===== config.mk =====
export PLATFORM = sky130hd
export DESIGN_NAME = frame_rd_ctrl_flat
export DESIGN_NICKNAME = d
export VERILOG_FILES = /design/src/rtl/frame_rd_ctrl_if.sv /design/src/rtl/frame_rd_ctrl.sv /design/src/flat_wrapper.sv
export SDC_FILE = /design/constraint.sdc
export NUM_CORES = 1
export LEC_CHECK = 0
export BUFFER_PORTS_ARGS = -buffer_cell sky130_fd_sc_hd__clkbuf_2
export CAP_MARGIN = 20
export CORE_MARGIN = 2
export CORE_UTILIZATION = 35
export DETAILED_ROUTE_END_ITERATION = 8
export SKIP_CTS_REPAIR_TIMING = 1
export SYNTH_ARGS = -nofsm -noshare
export SYNTH_HDL_FRONTEND = slang
export SYNTH_SLANG_ARGS = --single-unit

===== constraint.sdc =====
create_clock -name clk -period 2 [get_ports clk]
set_input_delay 0 -clock clk [delete_from_list [all_inputs] [get_ports clk]]
set_output_delay 0 -clock clk [all_outputs]
set_load 0.01 [all_outputs]

===== src/rtl/frame_rd_ctrl_if.sv =====
// SDRAM read-port bundle between the VGA frame reader and the SDRAM controller.
//   rd_req  : burst read request, held until rd_ack
//   rd_bank : SDRAM bank of the request
//   rd_addr : start word address of the burst
//   rd_len  : burst length in words
//   rd_ack  : controller accepted the request (one-cycle pulse)
//   rd_done : last word of the burst written to the FIFO (one-cycle pulse)
interface frame_rd_ctrl_if #(
  parameter int unsigned ADDR_W = 22
);
  logic              rd_req;
  logic [1:0]        rd_bank;
  logic [ADDR_W-1:0] rd_addr;
  logic [8:0]        rd_len;
  logic              rd_ack;
  logic              rd_done;

  modport master (
    output rd_req, rd_bank, rd_addr, rd_len,
    input  rd_ack, rd_done
  );

  modport slave (
    input  rd_req, rd_bank, rd_addr, rd_len,
    output rd_ack, rd_done
  );
endinterface


===== src/rtl/frame_rd_ctrl.sv =====
// VGA-side frame reader. On a frame_start rising edge it latches the display bank and
// fetches one whole frame as a sequence of SDRAM burst reads, one outstanding at a time,
// only while the VGA FIFO is below the fill threshold. At end of frame vga_rise is held
// for DONE_HOLD cycles so the bank arbiter can hand over a newer bank.
// Ports:
//   clk, rst_133   : 133 MHz clock, asynchronous active-low reset
//   frame_start    : frame start level from VGA timing (asynchronous, synchronised here)
//   vga_bank       : bank currently assigned to the display path
//   fifo_usedw     : VGA FIFO write-side fill level
//   rd             : SDRAM read-port bundle (master side)
//   vga_rise       : frame-read-complete indication to the arbiter
//   busy           : FSM not idle
//   frame_overrun  : sticky, frame_start edge arrived while busy
module frame_rd_ctrl #(
  parameter int unsigned H_ACT       = 640,
  parameter int unsigned V_ACT       = 480,
  parameter int unsigned BURST_LEN   = 256,
  parameter int unsigned ADDR_W      = 22,
  parameter int unsigned USEDW_W     = 10,
  parameter int unsigned FILL_THRESH = 512,
  parameter int unsigned DONE_HOLD   = 4
) (
  input  logic               clk,
  input  logic               rst_133,
  input  logic               frame_start,
  input  logic [1:0]         vga_bank,
  input  logic [USEDW_W-1:0] fifo_usedw,
  frame_rd_ctrl_if.master    rd,
  output logic               vga_rise,
  output logic               busy,
  output logic               frame_overrun
);

  localparam int unsigned FRAME_WORDS = H_ACT * V_ACT;
  localparam int unsigned NBURST      = (FRAME_WORDS + BURST_LEN - 1) / BURST_LEN;
  localparam int unsigned LAST_REM    = FRAME_WORDS % BURST_LEN;
  localparam int unsigned LAST_LEN    = (LAST_REM == 0) ? BURST_LEN : LAST_REM;
  localparam int unsigned CNT_W       = (NBURST > 1) ? $clog2(NBURST) : 1;
  localparam int unsigned HOLD_W      = (DONE_HOLD > 1) ? $clog2(DONE_HOLD) : 1;

  localparam logic [CNT_W-1:0]   LAST_BURST = CNT_W'(NBURST - 1);
  localparam logic [HOLD_W-1:0]  HOLD_LAST  = HOLD_W'(DONE_HOLD - 1);
  localparam logic [8:0]         FULL_LEN9  = 9'(BURST_LEN);
  localparam logic [8:0]         LAST_LEN9  = 9'(LAST_LEN);
  // One extra bit so a threshold of 2**USEDW_W still compares correctly.
  localparam logic [USEDW_W:0]   THRESH     = (USEDW_W + 1)'(FILL_THRESH);

  typedef enum logic [2:0] {
    StIdle,
    StWaitSpace,
    StReq,
    StWaitDone,
    StFinish
  } state_t;

  state_t             state_q, state_d;
  logic [1:0]         bank_q, bank_d;
  logic [ADDR_W-1:0]  addr_q, addr_d;
  logic [8:0]         len_q, len_d;
  logic [CNT_W-1:0]   cnt_q, cnt_d;
  logic [HOLD_W-1:0]  hold_q, hold_d;
  logic               overrun_q, overrun_d;
  logic               fs_meta_q, fs_sync_q, fs_prev_q;

  logic start_edge;
  logic finish_last;
  logic start_ok;
  logic space_ok;

  assign start_edge  = fs_sync_q & ~fs_prev_q;
  assign finish_last = (state_q == StFinish) && (hold_q == HOLD_LAST);
  // An edge landing on the last FINISH cycle starts the next frame rather than being dropped.
  assign start_ok    = start_edge && ((state_q == StIdle) || finish_last);
  assign space_ok    = {1'b0, fifo_usedw} < THRESH;

  always_ff @(posedge clk or negedge rst_133) begin
    if (!rst_133) begin
      fs_meta_q <= 1'b0;
      fs_sync_q <= 1'b0;
      fs_prev_q <= 1'b0;
      state_q   <= StIdle;
      bank_q    <= 2'b00;
      addr_q    <= '0;
      len_q     <= '0;
      cnt_q     <= '0;
      hold_q    <= '0;
      overrun_q <= 1'b0;
    end else begin
      fs_meta_q <= frame_start;
      fs_sync_q <= fs_meta_q;
      fs_prev_q <= fs_sync_q;
      state_q   <= state_d;
      bank_q    <= bank_d;
      addr_q    <= addr_d;
      len_q     <= len_d;
      cnt_q     <= cnt_d;
      hold_q    <= hold_d;
      overrun_q <= overrun_d;
    end
  end

  always_comb begin
    state_d   = state_q;
    bank_d    = bank_q;
    addr_d    = addr_q;
    len_d     = len_q;
    cnt_d     = cnt_q;
    hold_d    = hold_q;
    overrun_d = overrun_q;

    unique case (state_q)
      StIdle: ;
      StWaitSpace: begin
        len_d = (cnt_q == LAST_BURST) ? LAST_LEN9 : FULL_LEN9;
        if (space_ok) state_d = StReq;
      end
      StReq: begin
        // A same-cycle rd_done is meaningless here; only the ack is taken.
        if (rd.rd_ack) state_d = StWaitDone;
      end
      StWaitDone: begin
        if (rd.rd_done) begin
          addr_d  = addr_q + ADDR_W'(len_q);
          cnt_d   = cnt_q + 1'b1;
          hold_d  = '0;
          state_d = (cnt_q == LAST_BURST) ? StFinish : StWaitSpace;
        end
      end
      StFinish: begin
        hold_d = hold_q + 1'b1;
        if (hold_q == HOLD_LAST) state_d = StIdle;
      end
      default: state_d = StIdle;
    endcase

    if (start_ok) begin
      bank_d  = vga_bank;
      addr_d  = '0;
      cnt_d   = '0;
      state_d = StWaitSpace;
    end else if (start_edge) begin
      overrun_d = 1'b1;
    end
  end

  assign rd.rd_req     = (state_q == StReq);
  assign rd.rd_bank    = bank_q;
  assign rd.rd_addr    = addr_q;
  assign rd.rd_len     = len_q;
  assign vga_rise      = (state_q == StFinish);
  assign busy          = (state_q != StIdle);
  assign frame_overrun = overrun_q;

endmodule


===== src/flat_wrapper.sv =====
// flat-port wrapper written by rule: the top's interface ports become plain ports
module frame_rd_ctrl_flat 
#(
  parameter int unsigned H_ACT       = 640,
  parameter int unsigned V_ACT       = 480,
  parameter int unsigned BURST_LEN   = 256,
  parameter int unsigned ADDR_W      = 22,
  parameter int unsigned USEDW_W     = 10,
  parameter int unsigned FILL_THRESH = 512,
  parameter int unsigned DONE_HOLD   = 4
)
  (clk, rst_133, frame_start, vga_bank, fifo_usedw, vga_rise, busy, frame_overrun, rd_rd_req, rd_rd_bank, rd_rd_addr, rd_rd_len, rd_rd_ack, rd_rd_done);
  frame_rd_ctrl_if #(.ADDR_W(ADDR_W)) rd_i ();
  input  logic clk;
  input  logic rst_133;
  input  logic frame_start;
  input  logic [1:0] vga_bank;
  input  logic [USEDW_W-1:0] fifo_usedw;
  output logic vga_rise;
  output logic busy;
  output logic frame_overrun;
  output wire logic [$bits(rd_i.rd_req)-1:0] rd_rd_req;
  output wire logic [$bits(rd_i.rd_bank)-1:0] rd_rd_bank;
  output wire logic [$bits(rd_i.rd_addr)-1:0] rd_rd_addr;
  output wire logic [$bits(rd_i.rd_len)-1:0] rd_rd_len;
  input wire logic [$bits(rd_i.rd_ack)-1:0] rd_rd_ack;
  input wire logic [$bits(rd_i.rd_done)-1:0] rd_rd_done;
  assign rd_rd_req = rd_i.rd_req;
  assign rd_rd_bank = rd_i.rd_bank;
  assign rd_rd_addr = rd_i.rd_addr;
  assign rd_rd_len = rd_i.rd_len;
  assign rd_i.rd_ack = rd_rd_ack;
  assign rd_i.rd_done = rd_rd_done;
  frame_rd_ctrl #(.H_ACT(H_ACT), .V_ACT(V_ACT), .BURST_LEN(BURST_LEN), .ADDR_W(ADDR_W), .USEDW_W(USEDW_W), .FILL_THRESH(FILL_THRESH), .DONE_HOLD(DONE_HOLD)) u_core (.clk(clk), .rst_133(rst_133), .frame_start(frame_start), .vga_bank(vga_bank), .fifo_usedw(fifo_usedw), .rd(rd_i), .vga_rise(vga_rise), .busy(busy), .frame_overrun(frame_overrun));
endmodule

Word-level counts from Yosys, hierarchy flattened
Cells that the tools add are included.
{ "totals": {"output_inout_bits": 37, "elab_cells": 56, "reg_bits": 45} }
{ "op_classes": {"eq_ne": 12, "n_reduce_logical": 12, "n_addsub": 3, "order_cmp": 1, "n_bitwise": 3, "n_mux": 15} }
{ "ops": {"columns": ["op", "n"], "rows": [
  ["$mux W22", 3],
  ["$mux W11", 3],
  ["$add A22 B9 Y22", 1],
  ["$mux W3", 6],
  ["$pmux W3 S5", 1],
  ["$add A11 B1 Y11 const B", 1],
  ["$eq A11 B11 Y1 const B", 1],
  ["$lt A10 B10 Y1 const B", 1],
  ["$ne A3 B1 Y1 const B", 3],
  ["$eq A3 B2 Y1 const B", 2],
  ["$reduce_and A2 Y1", 3],
  ["$reduce_bool A2 Y1", 3],
  ["$reduce_and A5 Y1", 1],
  ["$pmux W2 S2", 1],
  ["$eq A3 B1 Y1 const B", 1],
  ["$eq A3 B3 Y1 const B", 1],
  ["$logic_not A3 Y1", 1],
  ["$ne A3 B2 Y1 const B", 1],
  ["$reduce_bool A3 Y1", 1],
  ["$add A2 B1 Y2 const B", 1],
  ["$eq A2 B2 Y1 const B", 1],
  ["$logic_and A1 B1 Y1", 2],
  ["$mux W2", 1],
  ["$ne A2 B1 Y1 const B", 1],
  ["4 further kinds", 5]
]} }

Logic depth before layout (Yosys ltp)
{ "logic_depth": {"word_depth": 6, "depth_mapped": 6, "depth_no_buf": 6} }

Least setup slack after synthesis
No wires, ideal clock.
{ "synth_timing": {"path_type": "register to register", "from": "reg u_core.addr_q[8], in the netlist u_core.rd.rd_addr[8]", "to": "reg u_core.addr_q[18], in the netlist u_core.rd.rd_addr[18]", "slack_ns": 0.134, "t_arrival_ns": 1.788, "period_less_slack_ns": 1.866, "stages_incl_launch_ff": 7, "required_ns": 1.922, "setup_ns": 0.078, "cell_sequence": "dfrtp_1 ha_1 ha_1 nand2_1 or4_1 or3_1 a21oi_1"} }
{ "synth_between": {"elab_chain_cells": 4} }
{ "synth_rtl": {"columns": ["element", "line_no", "text"], "rows": [
  ["start, declared", "frame_rd_ctrl.sv:58", "logic [ADDR_W-1:0] addr_q, addr_d;"],
  ["start signal, assigned", "frame_rd_ctrl.sv:94", "addr_q <= addr_d;"],
  ["$add A22 B9 Y22", "frame_rd_ctrl.sv:123", "addr_d = addr_q + ADDR_W'(len_q);"],
  ["$mux W22", "frame_rd_ctrl.sv:122", "if (rd.rd_done) begin"],
  ["$mux W22", "frame_rd_ctrl.sv:111", "unique case (state_q)"],
  ["$mux W22", "frame_rd_ctrl.sv:136", "if (start_ok) begin"]
]} }
No other way between the ends. The select of a mux whose other input is x is not followed.
A chain may end at the register's enable or synchronous reset.

Worst setup path after layout
Same ends and word-level chain as after synthesis.

==> results.yml <==
status:
  status: "finished clean"
routing:
  avgViaCountPerCell: 4.69
  drt_iter0_markers: 98
  dr_total_vias: 1490
  routed_wl_um: 3680
  drt-pass1-iter-count: 4
  drc: 0
  drtAntennaViolNets: 0
  wl_per_cell_um: 11.6
critical_path:
  critPathLaunchType: "register"
  crit_type: "register to register"
  critPathMaxFanout: 4
  worstSetupEndpointType: "register"
  rrSetupSlack_ns: 0.09
  worstPathArrival_ns: 2.13
  cp.required_ns: 2.22
yosys:
  synth-seq-area-share_pct: 48.0
  synth-seq-cells: 37
  yosys_warnings: 0
  synthTopCellsByArea: "dfrtp_1, buf_4, nand2_1"
  synth_largest_area_cell: "dfrtp_1"
  synth_most_common_cell: "dfrtp_1"
  synth_commonest_cells: "dfrtp_1, nand2_1, nor2_1"
  synth-async-reset-ratio_pct: 100
  synth_top_area_share_pct: 48.0
  synth.cell_area_mm2: 0.00193
  syn_area_per_cell_um2: 9.41
  synthCells: 205
  synth.distinct_cells: 35
  synth_edf_count: 0
  yosys_most_used_dff: "dfrtp_1"
finish:
  antenna_cells: 0
  register_area_um2: 926
  multiInputGateArea_um2: 887
  area_delta_synth_final_pct: 19.8
  stdcell_count: 318
  fin_nets: 266
  fill_cells: 551
  final_area_mm2: 0.00231
  drive_above_1_share_pct: 20.7
sta:
  hold_viol_final: 0
  min_period_over_period_pct: 95.7
  tns_ns: 0
  period_needed_ns: 1.91
  skew_ns: 0.00419
  fmax_ghz: 0.523
  maxSlewViolCount: 0
  setup_viol_count_final: 0
place:
  gp_congestion: 0.768
  port_buffers: 28
  placed_area_mm2: 0.00211
  dp.cells: 303
  dp_hpwl_um: 2480
grt:
  grt_max_degree: 38
  grt_overflow: 0
  grt_usage_pct: 13.0
  antenna_found_initial: 0
  grt_pass1_wl_um: 6190
  grt_pass1_vias: 1349
clocking:
  htree_levels: 2
  insertion_delay_ns: 0.29
  cts.sinks: 37
  cts_buffer_depth: 2
  cts_tree: "built"
  numCtsBuffers: 5
  path_clk_slew_ns: 0.08
  cts_root_buf: "clkbuf_8"
pwr:
  cellLeakagePower_nw: 1.12
  p_per_area_mw_per_mm2: 938
  ir_drop_mv: 0.636
  p_total_mw: 2.17
floorplanning:
  top_level_ports: 54
  core_mm2: 0.00541
  die_x_um: 78.2
  die_h_um: 78.2
  dieArea_mm2: 0.00612
  rows: 27
  initial_core_util_pct: 35.7
run:
  maxCapViolCount: 0
worst_hold_path:
  hold_path_class: "input pin to register"
## state kept, by name, indices dropped and copies added, names as in the netlist
signal                flops
u_core.rd.rd_addr        14
u_core.cnt_q             11
u_core.state_q            3
u_core.hold_q             2
u_core.rd.rd_bank         2
u_core.frame_overrun      1
u_core.fs_meta_q          1
u_core.fs_prev_q          1
u_core.fs_sync_q          1
u_core.rd.rd_len          1
## stage by stage
step           worst slack, ns  util [%]  hold WS, ns
6_report                0.0863      42.8       0.0454
5_1_grt                -0.0143      42.8       0.0693
4_1_cts                 0.0357      41.5       -0.244
3_5_place_dp            0.0489      39.1       0.0785
3_3_place_gp             0.102      39.1       0.0727
2_1_floorplan            0.134         -       -0.296
## cells in the final DEF, fill, tap and decap left out, types with 2 or more instances in the layout
cell            n
a21oi_1         8
and2_1          3
buf_4          10
bufinv_16       2
clkbuf_2       28
clkbuf_8        5
conb_1         16
dfrtp_1        37
dlygate4sd3_1   4
ha_1            4
inv_1           5
mux2i_1         2
nand2_1        25
nand2b_1        4
nand3_1        12
nand4_1         7
nor2_1         19
nor3_1          5
nor4_1          3
o21ai_0        11
o22a_1          2
or3_1           6
or4_4           2
xnor2_1         8
xor2_1          7
## per-layer routing
layer	GRT usage (%)	up-vias	routed length (µm)
met4	4.74	0	35
met3	4.25	2	155
met1	15.8	714	1730
li1	-	745	-
met2	21.5	29	1750
met5	0	-	0
## critical path: stages, from the launching register on
cell and delay [ns]:
dfrtp_1 0.38, ha_1 0.18, ha_1 0.19, nand2_1 0.10, or4_4 0.54, or3_1 0.32, a21oi_1 0.14
## final timing paths
| path | startpoint | end | cells past startpoint |
|---|---|---|---|
| setup / recovery | u_core.rd.rd_addr[8] | u_core.rd.rd_addr[18] | 6 |
| hold / removal | fifo_usedw[9] | u_core.state_q[1] | 4 |
| setup reg to reg | u_core.rd.rd_addr[8] | u_core.rd.rd_addr[18] | 6 |
| hold reg to reg | u_core.fs_meta_q | u_core.fs_sync_q | 0 |
| max in group asynchronous | rst_133 | u_core.cnt_q[5] | 3 |
| min in group asynchronous | rst_133 | u_core.fs_meta_q | 3 |
## power by group
part	switching, mW	leakage, nW	internal (mW)
logic	0.298	0.558	0.212
registers	0.0642	0.490	0.823
clock network	0.274	0.0681	0.495
total	0.636	1.12	1.53
## cell families (layout without fill, tap and decap cells)
| kind of cell | count (synthesis) | count (layout) | synth area share, % |
|---|---|---|---|
| adder cells (fa/ha/maj) | 4 | 4 | 2.59 |
| AO/OA/AOI/OAI | 25 | 25 | 7.46 |
| flip-flops | 37 | 37 | 48.0 |
| XOR/XNOR | 15 | 15 | 6.81 |
| multiplexers | 3 | 3 | 1.62 |
| AND/OR/NAND/NOR | 91 | 91 | 24.2 |
| buffers and inverters | 29 | 55 | 9.14 |
| other | 1 | 16 | 0.194 |
## layout make-up
type                       count  area share [%]
inverter                       5           0.812
tap                           72            3.90
timing repair buffer          42            11.0
sequential                    37            40.1
multi-input combinational    154            38.4
clock inverter                 3            2.82
clock buffer                   5            2.98
(Power assumes the default switching activity.)
